## src/rtl/nn_pkg.sv

```systemverilog
// Shared definitions for the neuron datapath blocks: FSM encoding,
// accumulator sizing and the default saturation limits.
package nn_pkg;

  // MAC sequencer states.
  typedef enum logic [1:0] {
    ST_IDLE  = 2'd0,
    ST_ACC   = 2'd1,
    ST_DRAIN = 2'd2,
    ST_OUT   = 2'd3
  } mac_state_e;

  // Accumulator width that can hold bias plus n full-scale products without wrapping.
  function automatic int acc_width(input int dw, input int n);
    return 2 * dw + $clog2(n + 1) + 1;
  endfunction

  // Clamp limits of the double-width result at the default 16-bit data width.
  localparam logic [31:0] SAT_MAX_DEFAULT = 32'h7FFF_FFFF;
  localparam logic [31:0] SAT_MIN_DEFAULT = 32'h8000_0000;

endpackage

```

## src/rtl/neuron_mac_if.sv

```systemverilog
// Stream bundle around the MAC core: (input, weight) beats in, pre-activation sum out.
//
// Handshake rule for both streams: a transfer happens on a rising clock edge
// where valid && ready. Once valid is raised the producer holds valid and its
// payload stable until the transfer; ready may change freely and valid never
// depends combinationally on ready.
interface neuron_mac_if #(
  parameter int DATA_WIDTH = 16
);
  logic                    in_valid;
  logic                    in_ready;
  logic [DATA_WIDTH-1:0]   in_data;
  logic [DATA_WIDTH-1:0]   in_weight;
  logic                    out_valid;
  logic                    out_ready;
  logic [2*DATA_WIDTH-1:0] out_sum;

  // Environment side: feeds beats and consumes sums.
  modport master (
    output in_valid, in_data, in_weight, out_ready,
    input  in_ready, out_valid, out_sum
  );

  // Core side.
  modport slave (
    input  in_valid, in_data, in_weight, out_ready,
    output in_ready, out_valid, out_sum
  );
endinterface

```

## src/rtl/sat_clamp.sv

```systemverilog
// Combinational signed clamp from a wide value into OUT_W bits.
// IN_W must be larger than OUT_W.
module sat_clamp #(
  parameter int IN_W  = 36,
  parameter int OUT_W = 32
) (
  input  logic [IN_W-1:0]  in_i,
  output logic [OUT_W-1:0] out_o
);

  // Bits that must all equal the sign bit for the value to fit in OUT_W.
  logic [IN_W-OUT_W:0] top_bits;

  assign top_bits = in_i[IN_W-1:OUT_W-1];

  // Pass through when representable, otherwise pick the limit on the sign side.
  always_comb begin
    out_o = in_i[OUT_W-1:0];
    if ((|top_bits) && !(&top_bits)) begin
      out_o = in_i[IN_W-1] ? {1'b1, {(OUT_W-1){1'b0}}} : {1'b0, {(OUT_W-1){1'b1}}};
    end
  end

endmodule

```

## src/rtl/neuron_mac.sv

```systemverilog
// Sequential multiply-accumulate core of one neuron. Streams num_inputs
// (input, weight) beats, adds their products onto a preloaded bias and
// offers the saturated double-width sum downstream.
module neuron_mac
  import nn_pkg::*;
#(
  parameter int data_width = 16,
  parameter int num_inputs = 8
) (
  input  logic                      clk,
  input  logic                      rst_n,
  input  logic                      start,
  input  logic [2*data_width-1:0]   bias,
  output logic                      busy,
  output mac_state_e                state_dbg_o,
  neuron_mac_if.slave               bus
);

  localparam int SUM_W = 2 * data_width;
  localparam int ACC_W = acc_width(data_width, num_inputs);
  localparam int CNT_W = $clog2(num_inputs + 1);
  localparam logic [CNT_W-1:0] LAST_BEAT = CNT_W'(num_inputs - 1);

  mac_state_e              state_q, state_d;
  logic signed [ACC_W-1:0] acc_q, acc_d;
  logic signed [SUM_W-1:0] prod_q, prod_d;
  logic                    prod_vld_q, prod_vld_d;
  logic [CNT_W-1:0]        cnt_q, cnt_d;
  logic [SUM_W-1:0]        out_sum_q, out_sum_d;
  logic                    in_ready_q, in_ready_d;
  logic                    out_valid_q, out_valid_d;

  logic signed [data_width-1:0] in_data_s, in_weight_s;
  logic signed [SUM_W-1:0]      beat_prod;
  logic signed [ACC_W-1:0]      bias_ext, prod_ext, drain_sum;
  logic [SUM_W-1:0]             drain_sat;
  logic                         in_fire, out_fire;

  assign in_data_s   = $signed(bus.in_data);
  assign in_weight_s = $signed(bus.in_weight);
  // Full product fits in SUM_W bits, including (-2^(dw-1))^2.
  assign beat_prod   = SUM_W'(in_data_s) * SUM_W'(in_weight_s);
  assign bias_ext    = {{(ACC_W-SUM_W){bias[SUM_W-1]}}, bias};
  assign prod_ext    = {{(ACC_W-SUM_W){prod_q[SUM_W-1]}}, prod_q};
  // The last beat's product is still in flight when DRAIN is reached.
  assign drain_sum   = prod_vld_q ? (acc_q + prod_ext) : acc_q;

  assign in_fire  = bus.in_valid && in_ready_q;
  assign out_fire = out_valid_q && bus.out_ready;

  sat_clamp #(
    .IN_W (ACC_W),
    .OUT_W(SUM_W)
  ) u_sat (
    .in_i (drain_sum),
    .out_o(drain_sat)
  );

  // State and datapath registers; reset discards any partial evaluation.
  always_ff @(posedge clk or negedge rst_n) begin
    if (!rst_n) begin
      state_q     <= ST_IDLE;
      acc_q       <= '0;
      prod_q      <= '0;
      prod_vld_q  <= 1'b0;
      cnt_q       <= '0;
      out_sum_q   <= '0;
      in_ready_q  <= 1'b0;
      out_valid_q <= 1'b0;
    end else begin
      state_q     <= state_d;
      acc_q       <= acc_d;
      prod_q      <= prod_d;
      prod_vld_q  <= prod_vld_d;
      cnt_q       <= cnt_d;
      out_sum_q   <= out_sum_d;
      in_ready_q  <= in_ready_d;
      out_valid_q <= out_valid_d;
    end
  end

  // Next-state, accumulate and output-register logic.
  always_comb begin
    state_d     = state_q;
    acc_d       = acc_q;
    prod_d      = prod_q;
    prod_vld_d  = 1'b0;
    cnt_d       = cnt_q;
    out_sum_d   = out_sum_q;
    in_ready_d  = 1'b0;
    out_valid_d = 1'b0;

    unique case (state_q)
      ST_IDLE: begin
        if (start) begin
          state_d = ST_ACC;
          acc_d   = bias_ext;
          cnt_d   = '0;
        end
      end
      ST_ACC: begin
        // Previous product folds in while the next beat is being taken.
        if (prod_vld_q) begin
          acc_d = acc_q + prod_ext;
        end
        if (in_fire) begin
          prod_d     = beat_prod;
          prod_vld_d = 1'b1;
          cnt_d      = cnt_q + CNT_W'(1);
          if (cnt_q == LAST_BEAT) begin
            state_d = ST_DRAIN;
          end
        end
      end
      ST_DRAIN: begin
        out_sum_d = drain_sat;
        state_d   = ST_OUT;
      end
      ST_OUT: begin
        if (out_fire) begin
          if (start) begin
            state_d = ST_ACC;
            acc_d   = bias_ext;
            cnt_d   = '0;
          end else begin
            state_d = ST_IDLE;
          end
        end
      end
      default: state_d = ST_IDLE;
    endcase

    // Handshake flags are registered copies of the upcoming state.
    in_ready_d  = (state_d == ST_ACC);
    out_valid_d = (state_d == ST_OUT);
  end

  assign bus.in_ready  = in_ready_q;
  assign bus.out_valid = out_valid_q;
  assign bus.out_sum   = out_sum_q;
  assign busy          = (state_q != ST_IDLE);
  assign state_dbg_o   = state_q;

endmodule

```

## src/flat_wrapper.sv

```systemverilog
// flat-port wrapper written by rule: the top's interface ports become plain ports
module neuron_mac_flat import nn_pkg::*;
#(
  parameter int data_width = 16,
  parameter int num_inputs = 8
)
  (clk, rst_n, start, bias, busy, state_dbg_o, bus_in_valid, bus_in_data, bus_in_weight, bus_out_ready, bus_in_ready, bus_out_valid, bus_out_sum);
  neuron_mac_if #(.DATA_WIDTH(16)) bus_i ();
  input  logic clk;
  input  logic rst_n;
  input  logic start;
  input  logic [2*data_width-1:0] bias;
  output logic busy;
  output mac_state_e state_dbg_o;
  input wire logic [$bits(bus_i.in_valid)-1:0] bus_in_valid;
  input wire logic [$bits(bus_i.in_data)-1:0] bus_in_data;
  input wire logic [$bits(bus_i.in_weight)-1:0] bus_in_weight;
  input wire logic [$bits(bus_i.out_ready)-1:0] bus_out_ready;
  output wire logic [$bits(bus_i.in_ready)-1:0] bus_in_ready;
  output wire logic [$bits(bus_i.out_valid)-1:0] bus_out_valid;
  output wire logic [$bits(bus_i.out_sum)-1:0] bus_out_sum;
  assign bus_i.in_valid = bus_in_valid;
  assign bus_i.in_data = bus_in_data;
  assign bus_i.in_weight = bus_in_weight;
  assign bus_i.out_ready = bus_out_ready;
  assign bus_in_ready = bus_i.in_ready;
  assign bus_out_valid = bus_i.out_valid;
  assign bus_out_sum = bus_i.out_sum;
  neuron_mac #(.data_width(data_width), .num_inputs(num_inputs)) u_core (.clk(clk), .rst_n(rst_n), .start(start), .bias(bias), .busy(busy), .state_dbg_o(state_dbg_o), .bus(bus_i));
endmodule
```

## config.mk

```make
export PLATFORM = sky130hd
export DESIGN_NAME = neuron_mac_flat
export DESIGN_NICKNAME = d
export VERILOG_FILES = /design/src/rtl/nn_pkg.sv /design/src/rtl/neuron_mac_if.sv /design/src/rtl/sat_clamp.sv /design/src/rtl/neuron_mac.sv /design/src/flat_wrapper.sv
export SDC_FILE = /design/constraint.sdc
export NUM_CORES = 1
export LEC_CHECK = 0
export CORE_MARGIN = 4
export CORE_UTILIZATION = 30
export CTS_CLUSTER_SIZE = 20
export DETAILED_ROUTE_END_ITERATION = 7
export GPL_TIMING_DRIVEN = 0
export REMOVE_ABC_BUFFERS = 1
export SLEW_MARGIN = 10
export SYNTH_ARGS = -nofsm -noshare
export SYNTH_HDL_FRONTEND = slang
export SYNTH_SLANG_ARGS = --single-unit
```

## constraint.sdc

```tcl
create_clock -name clk -period 3.5 [get_ports clk]
set_input_delay 0.525 -clock clk [delete_from_list [all_inputs] [get_ports clk]]
set_output_delay 0.525 -clock clk [all_outputs]
set_load 0.005 [all_outputs]
```

* Word-level counts from Yosys, hierarchy flattened *
Index checks and enable logic that the tools add are counted.

operators by class
  add/sub/neg operators = 2
  multiply operators = 1
  eq/ne operators = 8
  multiplexer cells = 18
  reduce and logical (&&, ||, !) cells = 12

operator list
  operator               count
  $mux W37               3
  $pmux W37 S3           1
  $mux W32               2
  $add A37 B32 Y37       1
  $mul A16 B16 Y32       1
  $mux W4                3
  $pmux W4 S3            1
  $mux W2                4
  $pmux W2 S4            1
  $eq A2 B2 Y1 const B   3
  $reduce_and A6 Y1      1
  $reduce_or A6 Y1       1
  $add A4 B1 Y4 const B  1
  $eq A2 B1 Y1 const B   2
  $eq A4 B3 Y1 const B   1
  $ne A2 B1 Y1 const B   2
  $reduce_and A2 Y1      2
  $logic_and A1 B1 Y1    3
  $mux W1                3
  $reduce_and A3 Y1      1
  $reduce_bool A3 Y1     1
  $logic_not A2 Y1       1
  $reduce_bool A2 Y1     1
  $logic_not A1 Y1       1

word-level totals
  bits in registers = 110
  bits of input ports = 69
  output and inout port bits = 37
  word-level logic and storage cells = 49

* Longest topological paths before layout *
Gate-level depths: netlist of the first run.

  depth in word-level cells = 6
  mapped depth = 24

* Hierarchy *
Synthesis of the first run repeated with hierarchy kept, for this count alone.

second synthesis, totals
  cells, all modules = 1804
  area total of the unflattened synthesis = 16834.9 µm²

by module, submodules not included
  module      instances  cells an instance  area an instance (µm²)
  neuron_mac  1          1759               16467.0
  sat_clamp   1          45                 367.9

* Worst setup path before layout of the first run *
OpenSTA, ideal clock, no wires.

  kind = input to register
  from = input bus_in_data[15]
  to = register u_core.prod_q[28]
  library setup time = 133 ps
  arrival time = 6018 ps
  required time = 3367 ps
  slack = -2651 ps
  stages = 18
  buffers on the path = 1
  cells stage by stage = clkbuf_1 -> nand2_1 -> inv_1 -> fa_1 -> fa_1 -> fa_1 -> fa_1 -> fa_1 -> fa_1 -> ha_1 -> a21o_1 -> o21bai_1 -> a21boi_0 -> or4_1 -> nand4_1 -> nor2b_1 -> xor2_1 -> o21ai_0

on the way
  word-level cells in the longest chain between the ends = 1

ends and longest elaborated chain
  element               line                source
  start, declared       flat_wrapper.sv:16  input wire logic [$bits(bus_i.in_data)-1:0] bus_in_data;
  $mul A16 B16 Y32      neuron_mac.sv:42    assign beat_prod = SUM_W'(in_data_s) * SUM_W'(in_weight_s);
  end signal, assigned  neuron_mac.sv:73    prod_q <= prod_d;
  end, declared         neuron_mac.sv:26    logic signed [SUM_W-1:0] prod_q, prod_d;

No other way between the ends.
A chain may end at the register's enable or synchronous reset.

* Worst setup path in the final report of the first run *
  from = input bus_in_weight[3]
  to = register u_core.prod_q[31]

on the way
  word-level cells in the longest chain between the ends = 1

ends and longest elaborated chain
  element           line                source
  start, declared   flat_wrapper.sv:17  input wire logic [$bits(bus_i.in_weight)-1:0] bus_in_weight;
  $mul A16 B16 Y32  neuron_mac.sv:42

No other way between the ends.

==> results.json, run 1 <==
{
  "worst-r2r-cell-count": 14,
  "dp.cells": 2605,
  "synth_area_leader_cell": "fa_1",
  "drt-initial-drc-count": 849,
  "grt_max_degree": 59,
  "fin_nets": 2396,
  "start_util_pct": 30.3,
  "grt_pass1_vias": 14300,
  "die_h_um": 244,
  "synthMuxAreaShare_pct": 1.63,
  "wl_per_cell_um": 17.7,
  "root_buffer": "clkbuf_16",
  "num_io_pins": 106,
  "outcome": "finished, violations left",
  "synthSimpleGateAreaFrac_pct": 15.8,
  "postRouteAntennaNets": 0,
  "path_clk_slew_ns": 0.08,
  "finalCriticalPeriod_ns": 5.84,
  "die_area_mm2": 0.0596,
  "hold_class": "in2async",
  "vias": 13200,
  "first_pass_iters": 6,
  "n_antenna_cell": 0,
  "synth_seq_cells": 110,
  "grt_usage_pct": 16.0,
  "wl_met1_um": 21900,
  "dpl.hpwl_um": 34500,
  "ys_top_cells_by_area": "fa_1, dfrtp_1, ha_1",
  "numCtsBuffers": 9,
  "clock-sinks": 110,
  "yosysTopAreaCellShare_pct": 31.5,
  "slew_viol_final": 0,
  "path_delay_family": "adder cells",
  "grt_overflow": 0,
  "violations": "setup timing",
  "htree_levels": 3,
  "drt-vias-per-instance": 4.88,
  "core-area_mm2": 0.0551,
  "critPathRequiredTime_ns": 3.72,
  "fill_cells": 5477,
  "grt_pass1_wl_um": 77600,
  "drive_above_1_share_pct": 17.5,
  "hold_viol_final": 0,
  "synth_top_family_by_area": "adder cells",
  "critPathBufInv": 5,
  "rows": 86,
  "fin_cells": 2698,
  "synth-compound-area-share_pct": 14.1,
  "top_layer_used": "met4",
  "cts_hold_buf": 0,
  "rsz0062_at_grt": "yes",
  "antenna_found_initial": 0,
  "finalSetupViolCount": 57,
  "max_stage_delay_ns": 0.64,
  "post-route-period-util_pct": 167,
  "max_freq_mhz": 171,
  "clockBufferDepth": 2,
  "slew_headroom_pct": 25.8,
  "worstPathMaxFanout": 4,
  "slowest_stage": "fa_2",
  "synth_xor_area_share_pct": 3.25,
  "dpl_cell_area_mm2": 0.0186,
  "avgSynthCellArea_um2": 9.18,
  "wl_met2_um": 23300,
  "pre_cts_slack_ns": -4.07,
  "rrSetupSlack_ns": -0.07,
  "start_kind": "primary input",
  "gp_congestion": 0.850,
  "synth_seq_area_share_pct": 16.5,
  "fin_area_mm2": 0.0208,
  "cts_tree": "yes",
  "fp.dieW_um": 244,
  "worstPathArrival_ns": 6.06,
  "cp-end-kind": "flop",
  "syn-cell-area_mm2": 0.0167,
  "synthFlopType": "dfrtp_1",
  "path_cells": "buf_12 -> and2_4 -> fa_2 -> buf_6 -> fa_1 -> fa_2 -> fa_1 -> fa_1 -> inv_2 -> fa_2 -> inv_2 -> ha_4 -> a21o_1 -> a21o_1 -> a21o_1 -> a31oi_2 -> o21bai_1 -> a41o_1 -> buf_6 -> nand4_1 -> a21oi_2 -> xnor2_1 -> o21ai_0",
  "worstSkewPairLatency_ns": 0.37,
  "ys_async_sr_fraction_pct": 100,
  "yosys.area_share.adder_pct": 40.4,
  "drc": 0,
  "route.met3.wl_um": 2010,
  "synth-edff-count": 0,
  "synth_cell_types": 64,
  "tightest_slew_ns": 1.11,
  "cap_violations": 0,
  "worstReg2RegEnd": "u_core.bus.out_sum[7]",
  "setup_ws_ns": -2.34,
  "fin_skew_ns": 0.0137,
  "port_buffers": 105,
  "wl_um": 47800,
  "yosys_warnings": 0,
  "worstReg2RegStart": "u_core.prod_q[0]",
  "area_growth_pct": 24.2,
  "crit_type": "in2reg",
  "synthesis.instances": 1822
}
## worst register-to-register path, delay by kind of cell (launching register included)
kind,cells,cell delay (ns)
buffers and inverters,2,0.24
adder cells (fa/ha/maj),2,0.58
XOR/XNOR,1,0.21
multiplexers,1,0.13
AND/OR/NAND/NOR,2,0.41
flip-flops,1,0.41
AO/OA/AOI/OAI,6,1.52
## layer usage
metal,global-route usage (%),vias up
li1,-,6105
met4,2.84,0
met2,28.0,324
met1,21.7,6696
met3,1.74,42
met5,0,-
## worst max path at each step
stage,from,to,slack (ns),cells after the start
floorplan,bus_in_data[15],u_core.prod_q[27],-2.48,21
global placement,bus_in_weight[1],u_core.prod_q[28],-4.06,18
detailed placement,bus_in_weight[1],u_core.prod_q[28],-4.07,18
CTS,bus_in_weight[3],u_core.prod_q[28],-2.27,22
global route,bus_in_weight[15],u_core.prod_q[28],-2.47,22
finish,bus_in_weight[3],u_core.prod_q[31],-2.34,23
## final cells by class
class / instances / area (µm²) / area share [%]
Tap cell: 748 / 936 / 4.51
Inverter: 288 / 1090 / 5.24
Multi-Input combinational cell: 1348 / 13500 / 65.0
Clock buffer: 9 / 225 / 1.08
Sequential cell: 110 / 2750 / 13.3
Clock inverter: 7 / 87.6 / 0.422
Timing Repair Buffer: 188 / 2170 / 10.4
## through the flow
stage               utilization [%]  hold WS, ns  TNS [ns]
finish                         37.7       0.0975    -43.71
global route                   37.7        0.138    -51.82
CTS                            36.6        0.115    -43.01
detailed placement             33.7        0.473   -101.97
global placement               33.4        0.465   -466.21
floorplan                         -        0.229    -62.24
## state kept, by name, indices dropped and copies added (netlist names)
register              cells
u_core.bus.out_valid      1
u_core.acc_q             37
u_core.bus.in_ready       1
u_core.bus.out_sum       32
u_core.prod_q            32
u_core.state_dbg_o        2
u_core.cnt_q              4
u_core.prod_vld_q         1
## cells in the mapped netlist, types with 7 or more instances
library cell / n
inv_1: 286
fa_1: 263
nand2_1: 224
and2_1: 159
ha_1: 119
dfrtp_1: 110
o21ai_0: 92
a21oi_1: 71
clkbuf_1: 63
nor2_1: 55
xnor2_1: 37
a21o_1: 36
a22oi_2: 30
a22oi_1: 29
mux2i_1: 25
xor2_1: 25
nand2b_1: 18
o21a_1: 16
nand3_1: 15
and3_1: 11
nor3_1: 11
nand4_1: 10
a211oi_1: 8
a31oi_1: 8
buf_2: 8
nor2b_1: 7
## what timing repair did
| item | 4_1_cts | 5_1_grt |
|---|---|---|
| setup endpoints to repair | 60 | 57 |
| buffers inserted | 60 | 27 |
| pin swaps | 87 | 97 |
| gates cloned | 3 | 1 |
| gates resized for setup | 394 | 118 |
## kinds of logic after synthesis
group	after synthesis
simple gates	534
fa+ha+maj	382
buf+inv	364
compound gates	343
flops	110
xor+xnor	62
mux	27
## layout by cell type, fill, tap and decap left out, drive strengths merged, types with 5 or more instances in the layout
cell             n
a211oi           8
o21a            16
nand3           15
a22oi           59
nor3            11
clkbuf          10
a21o            36
a21boi           5
o21bai           7
a21oi           71
nand4           10
xor2            25
o211ai           5
buf            114
inv            289
xnor2           37
fa             263
dfrtp          110
mux2i           25
or3              6
ha             119
nor2b            7
a31oi            8
and3            12
nand2b          18
nand2          224
o21ai           94
and2           160
clkdlybuf4s50   72
nor2            55
Power of run 1 is left out: the tool's default activity adds up to more than one toggle a clock period on the data nets, which glitch-free logic cannot reach.
==> inputs of run 2 (changes only) <==
- MAX_ROUTING_LAYER: unset -> met4
==> results.json, run 2 (synthesis results as in run 1) <==
{
  "die_h_um": 244,
  "cp-end-kind": "flop",
  "clockBufferDepth": 2,
  "dp.cells": 2605,
  "worst-r2r-cell-count": 14,
  "path_cells": "buf_12 -> and2_4 -> fa_2 -> buf_4 -> fa_1 -> fa_2 -> fa_1 -> fa_1 -> inv_1 -> fa_2 -> inv_2 -> ha_4 -> a21o_1 -> a21o_1 -> a21o_1 -> a31oi_2 -> o21bai_1 -> a41o_1 -> buf_6 -> nand4_1 -> a21oi_2 -> xnor2_1 -> o21ai_0",
  "start_util_pct": 30.3,
  "crit_type": "in2reg",
  "path_clk_slew_ns": 0.08,
  "worstPathArrival_ns": 6.06,
  "critPathRequiredTime_ns": 3.72,
  "area_growth_pct": 24.4,
  "dpl.hpwl_um": 34500,
  "max_freq_mhz": 171,
  "die_area_mm2": 0.0596,
  "rsz0062_at_grt": "yes",
  "tightest_slew_ns": 1.11,
  "grt_pass1_vias": 14300,
  "num_io_pins": 106,
  "rows": 86,
  "grt_overflow": 0,
  "route.met3.wl_um": 1820,
  "wl_met1_um": 22100,
  "violations": "setup timing",
  "start_kind": "primary input",
  "slew_headroom_pct": 25.8,
  "post-route-period-util_pct": 167,
  "fin_cells": 2699,
  "cts_tree": "yes",
  "cap_violations": 0,
  "fill_cells": 5477,
  "worstSkewPairLatency_ns": 0.36,
  "drive_above_1_share_pct": 17.4,
  "hold_class": "in2async",
  "n_antenna_cell": 0,
  "numCtsBuffers": 9,
  "fp.dieW_um": 244,
  "grt_max_degree": 59,
  "max_stage_delay_ns": 0.64,
  "vias": 13200,
  "drt-vias-per-instance": 4.88,
  "gp_congestion": 0.863,
  "top_layer_used": "met4",
  "regMostFlops": "u_core.acc_q",
  "final_common_cell": "inv_1",
  "multi_input_area_mm2": 0.0135,
  "largest_reg_flops": 37,
  "wl_per_cell_um": 17.7,
  "slowest_stage": "fa_2",
  "grt_pass1_wl_um": 77700,
  "worstPathMaxFanout": 4,
  "drt-initial-drc-count": 778,
  "core-area_mm2": 0.0551,
  "final_cell_mix": "inv_1, fa_1, nand2_1, and2_1, dfrtp_1",
  "outcome": "finished, violations left",
  "drc": 0,
  "port_buffers": 105,
  "fin_nets": 2397,
  "slew_viol_final": 0,
  "grt_usage_pct": 16.5,
  "hold_viol_final": 0,
  "antenna_found_initial": 0,
  "first_pass_iters": 5,
  "fin_skew_ns": 0.00944,
  "regArea_mm2": 0.00275,
  "clock-sinks": 110,
  "finalCriticalPeriod_ns": 5.84,
  "setup_ws_ns": -2.34,
  "wl_um": 47800,
  "cts_hold_buf": 0,
  "finalSetupViolCount": 57,
  "wl_met2_um": 23300,
  "postRouteAntennaNets": 0,
  "fin_tns_setup_ns": -43.99,
  "htree_levels": 3,
  "root_buffer": "clkbuf_16"
}
run 2: cell count changes in the layout (fill, tap and decap cells not counted):
cell      previous run  this run
buf_4               61        57
nand2_4              2         3
a211oi_2             2         3
buf_12              20        21
inv_2               16        15
a211oi_4             2         1
nand2_1            213       214
inv_1              268       269
buf_6               14        18
nand2_2              9         7
run 2: path summary, 6_finish.rpt:
kind | end | from | slack [ns]
worst max-delay path | u_core.prod_q[31] | bus_in_weight[3] | -2.34
worst min-delay path | u_core.bus.out_sum[5] | rst_n | 0.09
worst max register to register | u_core.bus.out_sum[7] | u_core.prod_q[0] | -0.07
worst min register to register | u_core.cnt_q[3] | u_core.cnt_q[3] | 0.49
max in group asynchronous | u_core.bus.out_sum[25] | rst_n | 2.74
min in group clk | u_core.cnt_q[3] | u_core.cnt_q[3] | 0.49
run 2: metrics by stage:
stage	hold WS (ns)	setup slack, ns	util, %	cell area [µm²]
after floorplan	0.229	-2.48	-	16400
after global placement	0.465	-4.06	33.4	18400
after detailed placement	0.473	-4.07	33.7	18600
after CTS	0.115	-2.27	36.6	20200
after global routing	0.140	-2.47	37.7	20800
final	0.0950	-2.34	37.7	20800
run 2: area by class of cell:
| type | count | share of cell area [%] |
|---|---|---|
| Clock buffer | 9 | 1.08 |
| Clock inverter | 7 | 0.421 |
| Inverter | 288 | 5.24 |
| Multi-Input combinational cell | 1348 | 64.9 |
| Sequential cell | 110 | 13.2 |
| Tap cell | 748 | 4.50 |
| Timing Repair Buffer | 189 | 10.6 |
run 2: worst max-delay path, delay by kind of cell:
family,cells,cell delay [ns]
AO/OA/AOI/OAI,8,1.22
XOR/XNOR,1,0.16
adder cells (fa/ha/maj),7,3.37
buffers and inverters,5,0.49
AND/OR/NAND/NOR,2,0.27
run 2: repair_timing:
action,in CTS,in global routing
cloned,3,1
buffers inserted,60,24
endpoints found under the setup margin,60,57
pin swaps,87,92
hold endpoints to repair,0,0
gates resized for setup,394,116
run 2: metal layers:
metal,vias to the layer above,GRT usage (%)
li1,6108,-
met1,6700,21.9
met2,321,28.1
met3,37,1.29
met4,0,2.94
met5,-,-
Power of run 2 is left out for the same reason.
==> variant: new RTL, flow settings as in run 1 <==
Put one more register stage on the output `state_dbg_o`, without a reset. The value now appears one clock later. The other outputs are not delayed to match.
--- a/src/rtl/neuron_mac.sv
+++ b/src/rtl/neuron_mac.sv
@@ -139,7 +139,9 @@
   assign bus.out_valid = out_valid_q;
   assign bus.out_sum   = out_sum_q;
   assign busy          = (state_q != ST_IDLE);
-  assign state_dbg_o   = state_q;
+  always_ff @(posedge clk) begin
+    state_dbg_o <= state_q;
+  end
 
 endmodule
 
Check against the original RTL: not equivalent (Yosys sat finds a counterexample within 4 cycles, from zero or initial values and one cycle with rst_n low).
==> variant against run 1 <==
The flow still finishes with violations (negative setup slack); critical endpoint is now u_core.prod_q[24]; wire length decreased by 7.0%; die area is 0.38% lower; clock skew decreased by 0.0031 ns; sequential cell count increased by 2; final area fell by 1.5%; worst setup slack improved by 0.19 ns; highest routed layer unchanged; critical path depth shrank 1; largest cell class unchanged; first-iteration DRC count down 39%; area after synthesis is 0.40% lower.
Power is not shown: default switching activity piles up to over one toggle a cycle in this logic, so the estimate is an artifact.
==> variant: results (changes against run 1) <==
** Placement
- Routability cong. :: 0.862 (was 0.850)
- Hpwl dp :: 34900 um (was 34500 um)
- Number of placed cells counting well taps :: 2620 (was 2605)
- Post-placement cell area :: 18500 um^2 (was 18600 um^2)

** Run status
- Result of the run: finished with violations (unchanged).
- Violated checks :: negative setup slack (unchanged)

** Global routing
- Pin count of the biggest net entering global routing :: 62 (was 59)
- Total routing usage reported by global routing :: 15.0% (was 16.0%)
- Vias in the first global route :: 14016 (was 14327)
- Met2 track utilization from global routing :: 26.1% (was 28.0%)
- Met3 usage in global routing :: 1.55% (was 1.74%)
- The first-pass GRT wire length came to 73400 um (was 77600 um).

** Route
- Met1 Wirelength :: 20500 um (was 21900 um)
- Routed length on met3 :: 1670 um (was 2010 um)
- Drt first pass iters :: 5 (was 6)
- The number of DRC markers after the initial detailed-route iteration came to 520 (was 849).
- Post-detailed-route via-to-cell ratio :: 4.80 (was 4.88)
- The detailed-routed wire length on met2 was 21900 um (was 23300 um).

** Setup path
- Origin of the worst setup path :: bus_in_data[6] (was bus_in_weight[3])
- Slowest stage cell on the critical path :: sky130_fd_sc_hd__fa_1 (was sky130_fd_sc_hd__fa_2)
- The peak per-stage delay on the critical path was 0.55 ns (was 0.64 ns).
- The arrival time of data at the critical path endpoint came to 5.87 ns (was 6.06 ns).
- Worst setup path endpoint :: u_core.prod_q[24] (was u_core.prod_q[31])
- Cell family with the largest share of critical-path delay :: adder cells (unchanged)
- Reg-to-reg setup timing slack :: 0.15 ns (was -0.07 ns)
- Max FO, Critical Path :: 5 (was 4)
- Worst r2r dst :: u_core.bus.out_sum[8] (was u_core.bus.out_sum[7])
- The number of cells on the worst reg-to-reg path came to 15 (was 14).

** Cells and area
- The fraction of final layout cells sized beyond drive strength 1 came to 15.4% (was 17.5%).
- Final standard cell count with taps included and fillers excluded :: 2691 (was 2698)
- The number of nets in the finished design was 2389 (was 2396).

** Timing
- Worst Hold Margin :: 0.0975 ns (about the same)
- Max-slew headroom :: 20.3% (was 25.8%)
- The setup TNS came to -38.75 ns (was -43.71 ns).
- The final worst setup slack was -2.15 ns (was -2.34 ns).
- The final setup violation count was 25 (was 57).
- Final Skew :: 0.0106 ns (was 0.0137 ns)

** Yosys
- Most common library cells after synthesis: sky130_fd_sc_hd__inv_1 (294), sky130_fd_sc_hd__fa_1 (263), sky130_fd_sc_hd__nand2_1 (197) (was sky130_fd_sc_hd__inv_1 (286), sky130_fd_sc_hd__fa_1 (263), sky130_fd_sc_hd__nand2_1 (224)).
- Portion of the post-synthesis area used by sequential elements :: 16.8% (was 16.5%)
- The unique cell type count in the Yosys netlist came to 68 (was 64).
- Area contributors post-synth :: sky130_fd_sc_hd__fa_1 (32%), sky130_fd_sc_hd__dfrtp_1 (17%), sky130_fd_sc_hd__ha_1 (8.9%) (was sky130_fd_sc_hd__fa_1 (31%), sky130_fd_sc_hd__dfrtp_1 (16%), sky130_fd_sc_hd__ha_1 (8.9%))
- The share of synthesized registers carrying an async set or reset came to 98.2% (was 100%).

** Clock network
- The number of clock sinks seen by CTS was 112 (was 110).
[variant: final cells by class]
cell class,count,area [um^2]
clock buffer,10,229
clock inverter,6,93.8
fill,5447,34500
inverter,295,1110
multi-input combinational,1353,13400
sequential,112,2800
tap,748,936
timing repair buffer,167,1900
[variant: cell families (layout without fill, tap and decap cells)]
family          count (synthesis)  after routing  share of synthesized area, %
xor+xnor                       67             67                          3.57
simple gates                  524            524                          15.1
fa+ha+maj                     382            382                          40.6
compound gates                351            351                          13.6
flops                         112            112                          16.8
buf+inv                       369            478                          8.52
mux                            29             29                          1.87
[variant: what timing repair did]
| item | CTS | global route |
|---|---|---|
| hold endpoints to repair | 0 | 0 |
| cloned | 1 | 2 |
| setup endpoints to repair | 60 | 58 |
| pin swaps | 80 | 72 |
| setup buffers | 40 | 13 |
| resized for setup | 350 | 111 |
| hold buffers | 0 | 0 |
